File: src/rtl/mem_pkg.sv
// mem_pkg: shared encodings and helpers for the MEM-stage data memory access controller
package mem_pkg;

    typedef enum logic [3:0] {
        OP_NONE = 4'd0,
        OP_LB   = 4'd1,
        OP_LBU  = 4'd2,
        OP_LH   = 4'd3,
        OP_LHU  = 4'd4,
        OP_LW   = 4'd5,
        OP_SB   = 4'd6,
        OP_SH   = 4'd7,
        OP_SW   = 4'd8
    } mem_op_e;

    typedef enum logic [1:0] {
        ST_IDLE,
        ST_BUSY,
        ST_DONE
    } state_e;

    localparam logic [3:0] SEL_BYTE = 4'b0001;
    localparam logic [3:0] SEL_HALF = 4'b0011;
    localparam logic [3:0] SEL_WORD = 4'b1111;
    localparam int SIGN_BIT_BYTE = 7;
    localparam int SIGN_BIT_HALF = 15;

    // Access width: 0 none, 1 byte, 2 half, 3 word; unknown encodings count as none
    function automatic logic [1:0] op_size(input logic [3:0] op);
        return (op == OP_LB || op == OP_LBU || op == OP_SB) ? 2'd1 :
               (op == OP_LH || op == OP_LHU || op == OP_SH) ? 2'd2 :
               (op == OP_LW || op == OP_SW)                 ? 2'd3 : 2'd0;
    endfunction

    function automatic logic op_valid(input logic [3:0] op);
        return op_size(op) != 2'd0;
    endfunction

    function automatic logic op_store(input logic [3:0] op);
        return op == OP_SB || op == OP_SH || op == OP_SW;
    endfunction

    function automatic logic op_load(input logic [3:0] op);
        return op_valid(op) && !op_store(op);
    endfunction

    function automatic logic op_misaligned(input logic [3:0] op, input logic [1:0] lo);
        return (op_size(op) == 2'd2) ? lo[0] : (op_size(op) == 2'd3) ? |lo : 1'b0;
    endfunction

endpackage

File: src/rtl/mem_lane_fmt.sv
// mem_lane_fmt: byte-lane selects, store-data replication and load-data extension
module mem_lane_fmt
    import mem_pkg::*;
(
    input  logic [3:0]  op_i,
    input  logic [1:0]  addr_lo_i,
    input  logic [31:0] wdata_i,
    input  logic [31:0] rdata_i,
    output logic [3:0]  sel_o,
    output logic [31:0] wdata_o,
    output logic [31:0] rdata_o
);

    logic [1:0]  size;
    logic [7:0]  byte_v;
    logic [15:0] half_v;

    // Pick the addressed lanes and extend loaded bytes/halves to a full word
    always_comb begin
        size    = op_size(op_i);
        byte_v  = rdata_i[{addr_lo_i, 3'b000} +: 8];
        half_v  = addr_lo_i[1] ? rdata_i[31:16] : rdata_i[15:0];
        sel_o   = (size == 2'd1) ? (SEL_BYTE << addr_lo_i) :
                  (size == 2'd2) ? (addr_lo_i[1] ? (SEL_HALF << 2) : SEL_HALF) :
                  (size == 2'd3) ? SEL_WORD : 4'b0000;
        wdata_o = (size == 2'd1) ? {4{wdata_i[7:0]}} :
                  (size == 2'd2) ? {2{wdata_i[15:0]}} : wdata_i;
        rdata_o = (op_i == OP_LB)  ? {{24{byte_v[SIGN_BIT_BYTE]}}, byte_v} :
                  (op_i == OP_LBU) ? {24'b0, byte_v} :
                  (op_i == OP_LH)  ? {{16{half_v[SIGN_BIT_HALF]}}, half_v} :
                  (op_i == OP_LHU) ? {16'b0, half_v} : rdata_i;
    end

endmodule

File: src/rtl/mem_access_ctrl.sv
// mem_access_ctrl: sequences MEM-stage loads/stores over a req/ack bus and stalls the pipeline meanwhile
module mem_access_ctrl
    import mem_pkg::*;
#(
    parameter int TIMEOUT = 16
) (
    input  logic        clk,
    input  logic        rst,
    input  logic [3:0]  mem_op_i,
    input  logic [31:0] mem_addr_i,
    input  logic [31:0] mem_wdata_i,
    input  logic        flush_i,
    input  logic        write_reg_en_i,
    input  logic [4:0]  write_reg_addr_i,
    input  logic [31:0] write_reg_data_i,
    output logic        bus_req_o,
    output logic        bus_we_o,
    output logic [31:0] bus_addr_o,
    output logic [3:0]  bus_sel_o,
    output logic [31:0] bus_wdata_o,
    input  logic        bus_ack_i,
    input  logic [31:0] bus_rdata_i,
    output logic        stall_req_o,
    output logic        misalign_o,
    output logic        bus_err_o,
    output logic        write_reg_en_o,
    output logic [4:0]  write_reg_addr_o,
    output logic [31:0] write_reg_data_o
);

    localparam int CW = (TIMEOUT > 2) ? $clog2(TIMEOUT) : 1;
    localparam logic [CW-1:0] CNT_MAX = CW'(TIMEOUT - 1);

    state_e        state_q, state_d;
    logic [CW-1:0] cnt_q, cnt_d;
    logic          kill_q, kill_d;
    logic          err_q, err_d;
    logic          req_q, req_d;
    logic          we_q, we_d;
    logic [31:0]   addr_q, addr_d;
    logic [3:0]    sel_q, sel_d;
    logic [31:0]   wdata_q, wdata_d;
    logic [31:0]   rdata_q, rdata_d;
    logic [3:0]    op_q, op_d;
    logic [1:0]    lo_q, lo_d;

    logic          idle, done, valid, mis, start;
    logic [3:0]    fmt_op;
    logic [1:0]    fmt_lo;
    logic [3:0]    fmt_sel;
    logic [31:0]   fmt_wdata, fmt_rdata;

    assign idle   = state_q == ST_IDLE;
    assign done   = state_q == ST_DONE;
    assign valid  = op_valid(mem_op_i);
    assign mis    = valid && op_misaligned(mem_op_i, mem_addr_i[1:0]);
    assign start  = idle && valid && !mis;
    // In IDLE the formatter sees the new op; afterwards it sees the latched one
    assign fmt_op = idle ? mem_op_i : op_q;
    assign fmt_lo = idle ? mem_addr_i[1:0] : lo_q;

    mem_lane_fmt u_fmt (
        .op_i      (fmt_op),
        .addr_lo_i (fmt_lo),
        .wdata_i   (mem_wdata_i),
        .rdata_i   (bus_rdata_i),
        .sel_o     (fmt_sel),
        .wdata_o   (fmt_wdata),
        .rdata_o   (fmt_rdata)
    );

    // State, bus and capture registers; reset drops bus_req_o immediately
    always_ff @(posedge clk or posedge rst) begin
        if (rst) begin
            state_q <= ST_IDLE;
            cnt_q   <= '0;
            kill_q  <= 1'b0;
            err_q   <= 1'b0;
            req_q   <= 1'b0;
            we_q    <= 1'b0;
            addr_q  <= '0;
            sel_q   <= '0;
            wdata_q <= '0;
            rdata_q <= '0;
            op_q    <= '0;
            lo_q    <= '0;
        end else begin
            state_q <= state_d;
            cnt_q   <= cnt_d;
            kill_q  <= kill_d;
            err_q   <= err_d;
            req_q   <= req_d;
            we_q    <= we_d;
            addr_q  <= addr_d;
            sel_q   <= sel_d;
            wdata_q <= wdata_d;
            rdata_q <= rdata_d;
            op_q    <= op_d;
            lo_q    <= lo_d;
        end
    end

    // Next-state: launch in IDLE, wait for ack or timeout in BUSY, present result for one DONE cycle
    always_comb begin
        state_d = state_q;
        cnt_d   = cnt_q;
        kill_d  = kill_q;
        err_d   = 1'b0;
        req_d   = req_q;
        we_d    = we_q;
        addr_d  = addr_q;
        sel_d   = sel_q;
        wdata_d = wdata_q;
        rdata_d = rdata_q;
        op_d    = op_q;
        lo_d    = lo_q;
        unique case (state_q)
            ST_IDLE: if (start) begin
                state_d = ST_BUSY;
                cnt_d   = '0;
                kill_d  = flush_i;
                req_d   = 1'b1;
                we_d    = op_store(mem_op_i);
                addr_d  = {mem_addr_i[31:2], 2'b00};
                sel_d   = fmt_sel;
                wdata_d = fmt_wdata;
                op_d    = mem_op_i;
                lo_d    = mem_addr_i[1:0];
            end
            ST_BUSY: begin
                cnt_d  = cnt_q + CW'(1);
                kill_d = kill_q | flush_i;
                if (bus_ack_i) begin
                    state_d = ST_DONE;
                    req_d   = 1'b0;
                    rdata_d = fmt_rdata;
                end else if (cnt_q == CNT_MAX) begin
                    state_d = ST_DONE;
                    req_d   = 1'b0;
                    err_d   = 1'b1;
                    kill_d  = 1'b1;
                end
            end
            ST_DONE: begin
                state_d = ST_IDLE;
                cnt_d   = '0;
                kill_d  = 1'b0;
            end
            default: state_d = ST_IDLE;
        endcase
    end

    // Pipeline-facing outputs; everything reads 0 while reset is held
    always_comb begin
        stall_req_o      = !rst && (start || state_q == ST_BUSY);
        misalign_o       = !rst && idle && mis;
        write_reg_en_o   = !rst && (idle ? (!valid && write_reg_en_i) :
                           done ? (op_load(op_q) && write_reg_en_i && !kill_q && !flush_i) : 1'b0);
        write_reg_addr_o = rst ? 5'd0 : write_reg_addr_i;
        write_reg_data_o = rst ? 32'd0 : (done && op_load(op_q)) ? rdata_q : write_reg_data_i;
    end

    assign bus_req_o   = req_q;
    assign bus_we_o    = we_q;
    assign bus_addr_o  = addr_q;
    assign bus_sel_o   = sel_q;
    assign bus_wdata_o = wdata_q;
    assign bus_err_o   = err_q;

endmodule

File: config.mk
export PLATFORM = sky130hd
export DESIGN_NAME = mem_access_ctrl
export DESIGN_NICKNAME = d
export VERILOG_FILES = /design/src/rtl/mem_pkg.sv /design/src/rtl/mem_lane_fmt.sv /design/src/rtl/mem_access_ctrl.sv
export SDC_FILE = /design/constraint.sdc
export NUM_CORES = 1
export LEC_CHECK = 0
export ABC_AREA = 0
export CELL_PAD_IN_SITES_DETAIL_PLACEMENT = 2
export CELL_PAD_IN_SITES_GLOBAL_PLACEMENT = 2
export CORE_MARGIN = 8
export CORE_UTILIZATION = 27
export DETAILED_ROUTE_END_ITERATION = 7
export MAX_ROUTING_LAYER = met4
export PLACE_DENSITY_LB_ADDON = 0.1
export SLEW_MARGIN = 10
export SYNTH_ARGS = -nofsm -noshare
export SYNTH_HDL_FRONTEND = slang
export SYNTH_SLANG_ARGS = --single-unit
File: constraint.sdc
create_clock -name clk -period 9.7 [get_ports clk]
set_input_delay 1.94 -clock clk [delete_from_list [all_inputs] [get_ports clk]]
set_output_delay 1.94 -clock clk [all_outputs]
set_load 0.005 [all_outputs]
=== Word level (Yosys, flattened, before mapping) ===
Cells that the tools add are included.

* Register bits after elaboration: 114
* Bits in read-only memories: 0
* Latch bits: 0
* Logic and storage cells: 146
* Memory bits (writable): 0
* Input port bits: 142
* Memories: 0
* Output and inout port bits: 111

* Bitwise logic cells: 1
* Shift-type cells: 2
* Reduce and logical (&&, ||, !) cells: 50
* Div/mod/pow operators: 0
* $lt $le $gt $ge: 0
* Eq/ne operators: 34
* Multipliers: 0
* Multiplexer cells: 46
* Add/sub/neg operators: 1

{| class="wikitable"
|+ Operators with widths
! kind !! count
|-
| $mux W32 || 8
|-
| $eq A4 B3 Y1 const B || 12
|-
| $shiftx A32 B6 Y8 || 1
|-
| $mux W2 || 13
|-
| $eq A4 B2 Y1 const B || 6
|-
| $mux W4 || 6
|-
| $logic_or A1 B1 Y1 || 20
|-
| $eq A4 B4 Y1 const B || 4
|-
| $mux W16 || 1
|-
| $logic_and A1 B1 Y1 || 13
|-
| $mux W1 || 13
|-
| $eq A4 B1 Y1 const B || 3
|-
| $pmux W4 S3 || 1
|-
| $eq A2 B2 Y1 const B || 5
|-
| $reduce_and A2 Y1 || 4
|-
| $logic_not A1 Y1 || 6
|-
| $reduce_bool A2 Y1 || 3
|-
| $mux W5 || 1
|-
| $add A4 B1 Y4 const B || 1
|-
| $eq A2 B1 Y1 const B || 2
|-
| $pmux W2 S2 || 1
|-
| $shl A1 B2 Y4 const A || 1
|-
| $ne A3 B3 Y1 const B || 1
|-
| $pmux W1 S3 || 1
|-
| other kinds (7) || 7
|}

=== Logic depth before layout (Yosys ltp) ===
* Word-level depth: 13
* Mapped depth: 11
* Gate-level depth less buffers: 7

=== Hierarchy ===
A second synthesis with hierarchy kept.

* Cells, all modules: 620
* Area total of the unflattened synthesis: 6891.6 sq um

{| class="wikitable"
|+ Modules (own cells, without submodules)
! module !! cells an instance !! times used !! seq. area each (sq um) !! area each (sq um)
|-
| mem_access_ctrl || 432 || 1 || 2852.7 || 5413.9
|-
| mem_lane_fmt || 188 || 1 || 0.0 || 1477.7
|}

=== Worst setup path after synthesis ===
Ideal clock, no wire load.

* Path type: input port to output port
* From: in rst
* To: out write_reg_en_o
* Setup slack: 2998 ps
* Buffers on the path: 0
* Data required time: 7760 ps
* Data arrival time: 4762 ps
* Stages on the path: 2
* Path through: inv_1 and3_1

* Word-level cells in the longest chain between the ends: 2

{| class="wikitable"
|+ RTL lines
! item !! line !! RTL
|-
| from (decl) || mem_access_ctrl.sv:8 || <nowiki>input logic rst,</nowiki>
|-
| $logic_not A1 Y1 || mem_access_ctrl.sv:157 || <nowiki>write_reg_en_o = !rst && (idle ? (!valid && write_reg_en_i) :</nowiki>
|-
| $logic_and A1 B1 Y1 || mem_access_ctrl.sv:157 ||
|-
| to (decl) || mem_access_ctrl.sv:26 || <nowiki>output logic write_reg_en_o,</nowiki>
|}

Every way passes these cells.

=== Worst setup path in the final report ===
* From: in mem_op_i[2]
* To: out stall_req_o

* Word-level cells in the longest chain between the ends: 13
* Elaborated cells on any way between the ends: 27
* Those cells by class: 10 x eq/ne; 5 x mux; 12 x reduce/logical

{| class="wikitable"
|+ RTL lines
! item !! line !! RTL
|-
| from (decl) || mem_access_ctrl.sv:9 || <nowiki>input logic [3:0] mem_op_i,</nowiki>
|-
| $eq A4 B3 Y1, or another cell as far along || mem_pkg.sv:32 || <nowiki>(op == OP_LW || op == OP_SW) ? 2'd3 : 2'd0;</nowiki>
|-
| $logic_or A1 B1 Y1, on equally long branches || mem_pkg.sv:32, mem_pkg.sv:31 ||
|-
| $mux W2 or $logic_or A1 B1 Y1 (tied branches) || mem_pkg.sv:32, mem_pkg.sv:31 ||
|-
| $mux W2 || mem_pkg.sv:31 || <nowiki>(op == OP_LH || op == OP_LHU || op == OP_SH) ? 2'd2 :</nowiki>
|-
| $mux W2 (*) || mem_pkg.sv:30 || <nowiki>return (op == OP_LB || op == OP_LBU || op == OP_SB) ? 2'd1 :</nowiki>
|-
| $eq A2 B2 Y1 || mem_pkg.sv:48 || <nowiki>return (op_size(op) == 2'd2) ? lo[0] : (op_size(op) == 2'd3) ? |lo : 1'b0;</nowiki>
|-
| $mux W1 (2 in series) || mem_pkg.sv:48 ||
|-
| $logic_and A1 B1 Y1 || mem_access_ctrl.sv:56 || <nowiki>assign mis = valid && op_misaligned(mem_op_i, mem_addr_i[1:0]);</nowiki>
|-
| $logic_not A1 Y1 || mem_access_ctrl.sv:57 || <nowiki>assign start = idle && valid && !mis;</nowiki>
|-
| $logic_and A1 B1 Y1 (*) || mem_access_ctrl.sv:57 ||
|-
| $logic_or A1 B1 Y1 (*) || mem_access_ctrl.sv:155 || <nowiki>stall_req_o = !rst && (start || state_q == ST_BUSY);</nowiki>
|-
| $logic_and A1 B1 Y1 (*) || mem_access_ctrl.sv:155 ||
|-
| to (decl) || mem_access_ctrl.sv:23 || <nowiki>output logic stall_req_o,</nowiki>
|}

Mark *: on every way between the ends. The rest lies on a longest branch, timed or not.

==> Flow_metrics.wiki <==
{| class="wikitable"
! Metric !! Value
|-
| Maximum number of pins on one net before global-route repair || 95
|-
| Post-route ant nets || 0
|-
| Count of buffers inserted at the top-level ports || between 200 and 300
|-
| Clock slew at reported path FFs || 50 ps
|-
| Yosys warning total || 0
|-
| Startpoint class of the critical path || input port
|-
| Num rows || 56
|-
| CTS Root Buffer Type || clkbuf_16
|-
| Maximum fanout along the worst path || 14
|-
| Unique masters post-synth || 62
|-
| Hold Fails Final Rpt || 0
|-
| Routed vias/inst || 4.834
|-
| Die Footprint || just under 30000 um2
|-
| Portion of the clock cycle consumed by the worst path in the final layout || 62.40%
|-
| Combined global-route utilization of all metal layers || 18.66%
|-
| Average size of a mapped cell || 8.830 um2
|-
| Overall power after layout || 2926 uW
|-
| Worst voltage drop across the vdd grid || 0.0001355 V
|-
| Instance count of the mapped netlist || 734
|-
| Seq/Total Area, Yosys || 44.02%
|-
| Ratio of cells with drive above 1 in the final layout || 7.629%
|-
| Drt pass-1 iters || 4
|-
| Area Overhead vs Synth || 50.35%
|-
| Synth Register Bits || 114
|-
| Commonest non-fill, non-tap cell in the layout || nand2_1
|-
| DRT iter0 DRCs || 212
|-
| Die width || 170.9 um
|-
| Detailed-route wire length per cell || 20.58 um
|-
| Final setup fails || 0
|-
| Post-CTS Repair Setup Buffers || 0
|-
| Core region area || 23540 um2
|-
| Final nets || 1107
|-
| Total number of clock tree sinks || 114
|-
| Total of hold buffers inserted after clock tree synthesis || 0
|-
| Maximum clock rate || 165.2 MHz
|-
| PwrDens || 300.2 nW/um2
|-
| Slew at the pin closest to its max-slew limit || 972.3 ps
|-
| Max Buffers Root-to-Sink || 2
|-
| Grt ovf || 0
|-
| Worst slew margin relative to its limit || about a third
|-
| Wire length on met2 || 12.78 mm
|-
| Total count of max-transition violations in the final report || 0
|-
| Resized cells post-CTS || 0
|-
| Detailed placer's ending HPWL || 19.88 mm
|-
| Io pins || between 200 and 300
|-
| Register-to-register setup slack || 6420 ps
|-
| Clock period minus final worst setup slack || 6053 ps
|-
| Highest layer used for signal routing || met4
|-
| Number of buffers created by CTS || 17
|-
| Commonest cells after routing, fill and taps aside || nand2_1, clkdlybuf4s50_1, dfrtp_1, a21oi_1, mux2i_1
|-
| Total vias in the final route || 6241
|-
| Setup tns final || 0 ps
|-
| Routed met1 length || 11.17 mm
|-
| Unrepaired setup endpoints after global routing || false
|-
| First-pass GRT wire length || 41.47 mm
|-
| Run status || finished, final reports clean
|-
| Initial cell density of the core || 27.53%
|-
| Category of the critical setup timing path || input port to primary output
|-
| Final WL || 26.57 mm
|-
| CTS H-tree depth || 4
|-
| Critical Path End Type || primary output
|-
| Number of max-cap violations || 0
|-
| Sum of met3 wire segment lengths after detailed routing || approximately 2.5 mm
|-
| Weighted congestion reported at the end of routability-driven placement || 0.8258
|-
| Leakage power of the design || 0.004207 uW
|-
| Clock network latency to the later pin of the worst-skew pair || 410 ps
|-
| Area of the mapped netlist || around 6500 um2
|-
| Required arrival time at the worst endpoint || just under 8000 ps
|-
| Data arrival time of the critical path || 4110 ps
|-
| Tightest Hold Check Type || register to register
|-
| Number of global-route vias before repair || about 7300
|-
| DRC violation count after routing || 0
|-
| Antenna violations before repair || 2
|-
| Setup clock skew after layout || 8.104 ps
|-
| Die span in y || 170.9 um
|-
| CTS tree || built
|}
cell usage after synthesis, drive strengths merged:
| cell type | instances | share of area, % |
|---|---|---|
| nor4 | 1 | 0.097 |
| nand3 | 5 | 0.39 |
| and3 | 7 | 0.68 |
| a211oi | 3 | 0.35 |
| o22ai | 2 | 0.41 |
| o2bb2ai | 8 | 1.9 |
| o211ai | 9 | 1.2 |
| o21a | 2 | 0.23 |
| and2b | 1 | 0.12 |
| nor2 | 10 | 0.58 |
| a21boi | 1 | 0.12 |
| a22oi | 1 | 0.12 |
| nand4 | 8 | 0.77 |
| nor2b | 7 | 0.68 |
| nor3 | 4 | 0.31 |
| clkbuf | 28 | 1.6 |
| conb | 1 | 0.058 |
| nand3b | 1 | 0.12 |
| buf | 26 | 2.7 |
| a222oi | 8 | 1.2 |
| mux2 | 4 | 0.81 |
| a21oi | 59 | 4.7 |
| nand2 | 269 | 16 |
| xnor2 | 2 | 0.39 |
| a32o | 2 | 0.31 |
| mux4 | 2 | 0.69 |
| and4bb | 2 | 0.39 |
| inv | 10 | 0.58 |
| dfrtp | 114 | 44 |
| mux2i | 52 | 8.5 |
| or2 | 2 | 0.19 |
| o21ba | 1 | 0.15 |
| a31oi | 1 | 0.097 |
| nor4b | 3 | 0.97 |
| o21ai | 34 | 3.1 |
| nor3b | 3 | 0.35 |
| ha | 6 | 1.2 |
| and2 | 1 | 0.097 |
| or3 | 2 | 0.19 |
| o221ai | 2 | 0.27 |
| o31a | 1 | 0.14 |
| o22a | 21 | 2.8 |
| nand2b | 8 | 0.77 |
flip-flops by register name (all words and copies together), names as in the netlist:
register	count
bus_sel_o	4
bus_err_o	1
lo_q	2
bus_req_o	1
bus_addr_o	30
op_q	4
state_q	2
cnt_q	4
bus_wdata_o	32
kill_q	1
bus_we_o	1
rdata_q	32
final cells by class:
class                           count  area, um2
Antenna cell                        2      5.005
Clock buffer                       20      466.7
Clock inverter                     10      86.33
Fill cell                        2610      13800
Inverter                           10      40.04
Multi-Input combinational cell    557       3324
Sequential cell                   114       2853
Tap cell                          319      399.1
Timing Repair Buffer              259       2570
cells by family after synthesis:
group	count (synthesis)	synth area share (%)
flops	114	44.02
simple gates	334	22.41
buf+inv	64	4.865
compound gates	155	17.12
xor+xnor	2	0.3862
mux	58	9.981
other cells	1	0.05786
fa+ha+maj	6	1.158
final timing paths:
path,cells past startpoint,endpoint,from
setup / recovery,6,stall_req_o,mem_op_i[2]
hold / removal,2,bus_addr_o[3],bus_addr_o[3]
setup reg to reg,8,rdata_q[19],state_q[1]
hold reg to reg,2,bus_addr_o[3],bus_addr_o[3]
max in group asynchronous,4,bus_wdata_o[19],rst
min in group asynchronous,3,bus_wdata_o[16],rst
stage by stage:
step	instances	setup slack, ps	area (um2)	hold slack (ps)	utilization (%)
after global placement	1259	3763	9186	456.4	39.02
final	1291	3647	9744	478.2	41.39
after global routing	1291	3511	9744	501.0	41.39
after floorplan	735	2998	6485	457.0	-
after detailed placement	1259	3647	9186	468.8	39.02
after CTS	1289	3645	9739	481.7	41.37
worst max-delay path, cell delays in order:
cell	delay, ps
clkdlybuf4s50_1	660
nor4b_2	510
a32o_1	270
nor2_4	40
a21oi_1	140
clkdlybuf4s50_1	540
layer usage:
layer | global-route usage (%) | vias to the layer above
li1 | - | 2969
met1 | 20.78 | 3068
met2 | 31.31 | 194
met3 | 7.444 | 10
met4 | 3.856 | 0
met5 | - | -
power by group:
| part | leakage [uW] | switching, uW | internal [uW] | total, uW |
|---|---|---|---|---|
| registers | 0.00139 | 140 | 691 | 831 |
| clock network | 0.000269 | 225 | 367 | 592 |
| logic | 0.00255 | 784 | 718 | 1500 |
| total | 0.00421 | 1150 | 1780 | 2930 |
Note: power is estimated with default switching activity, not from simulation.
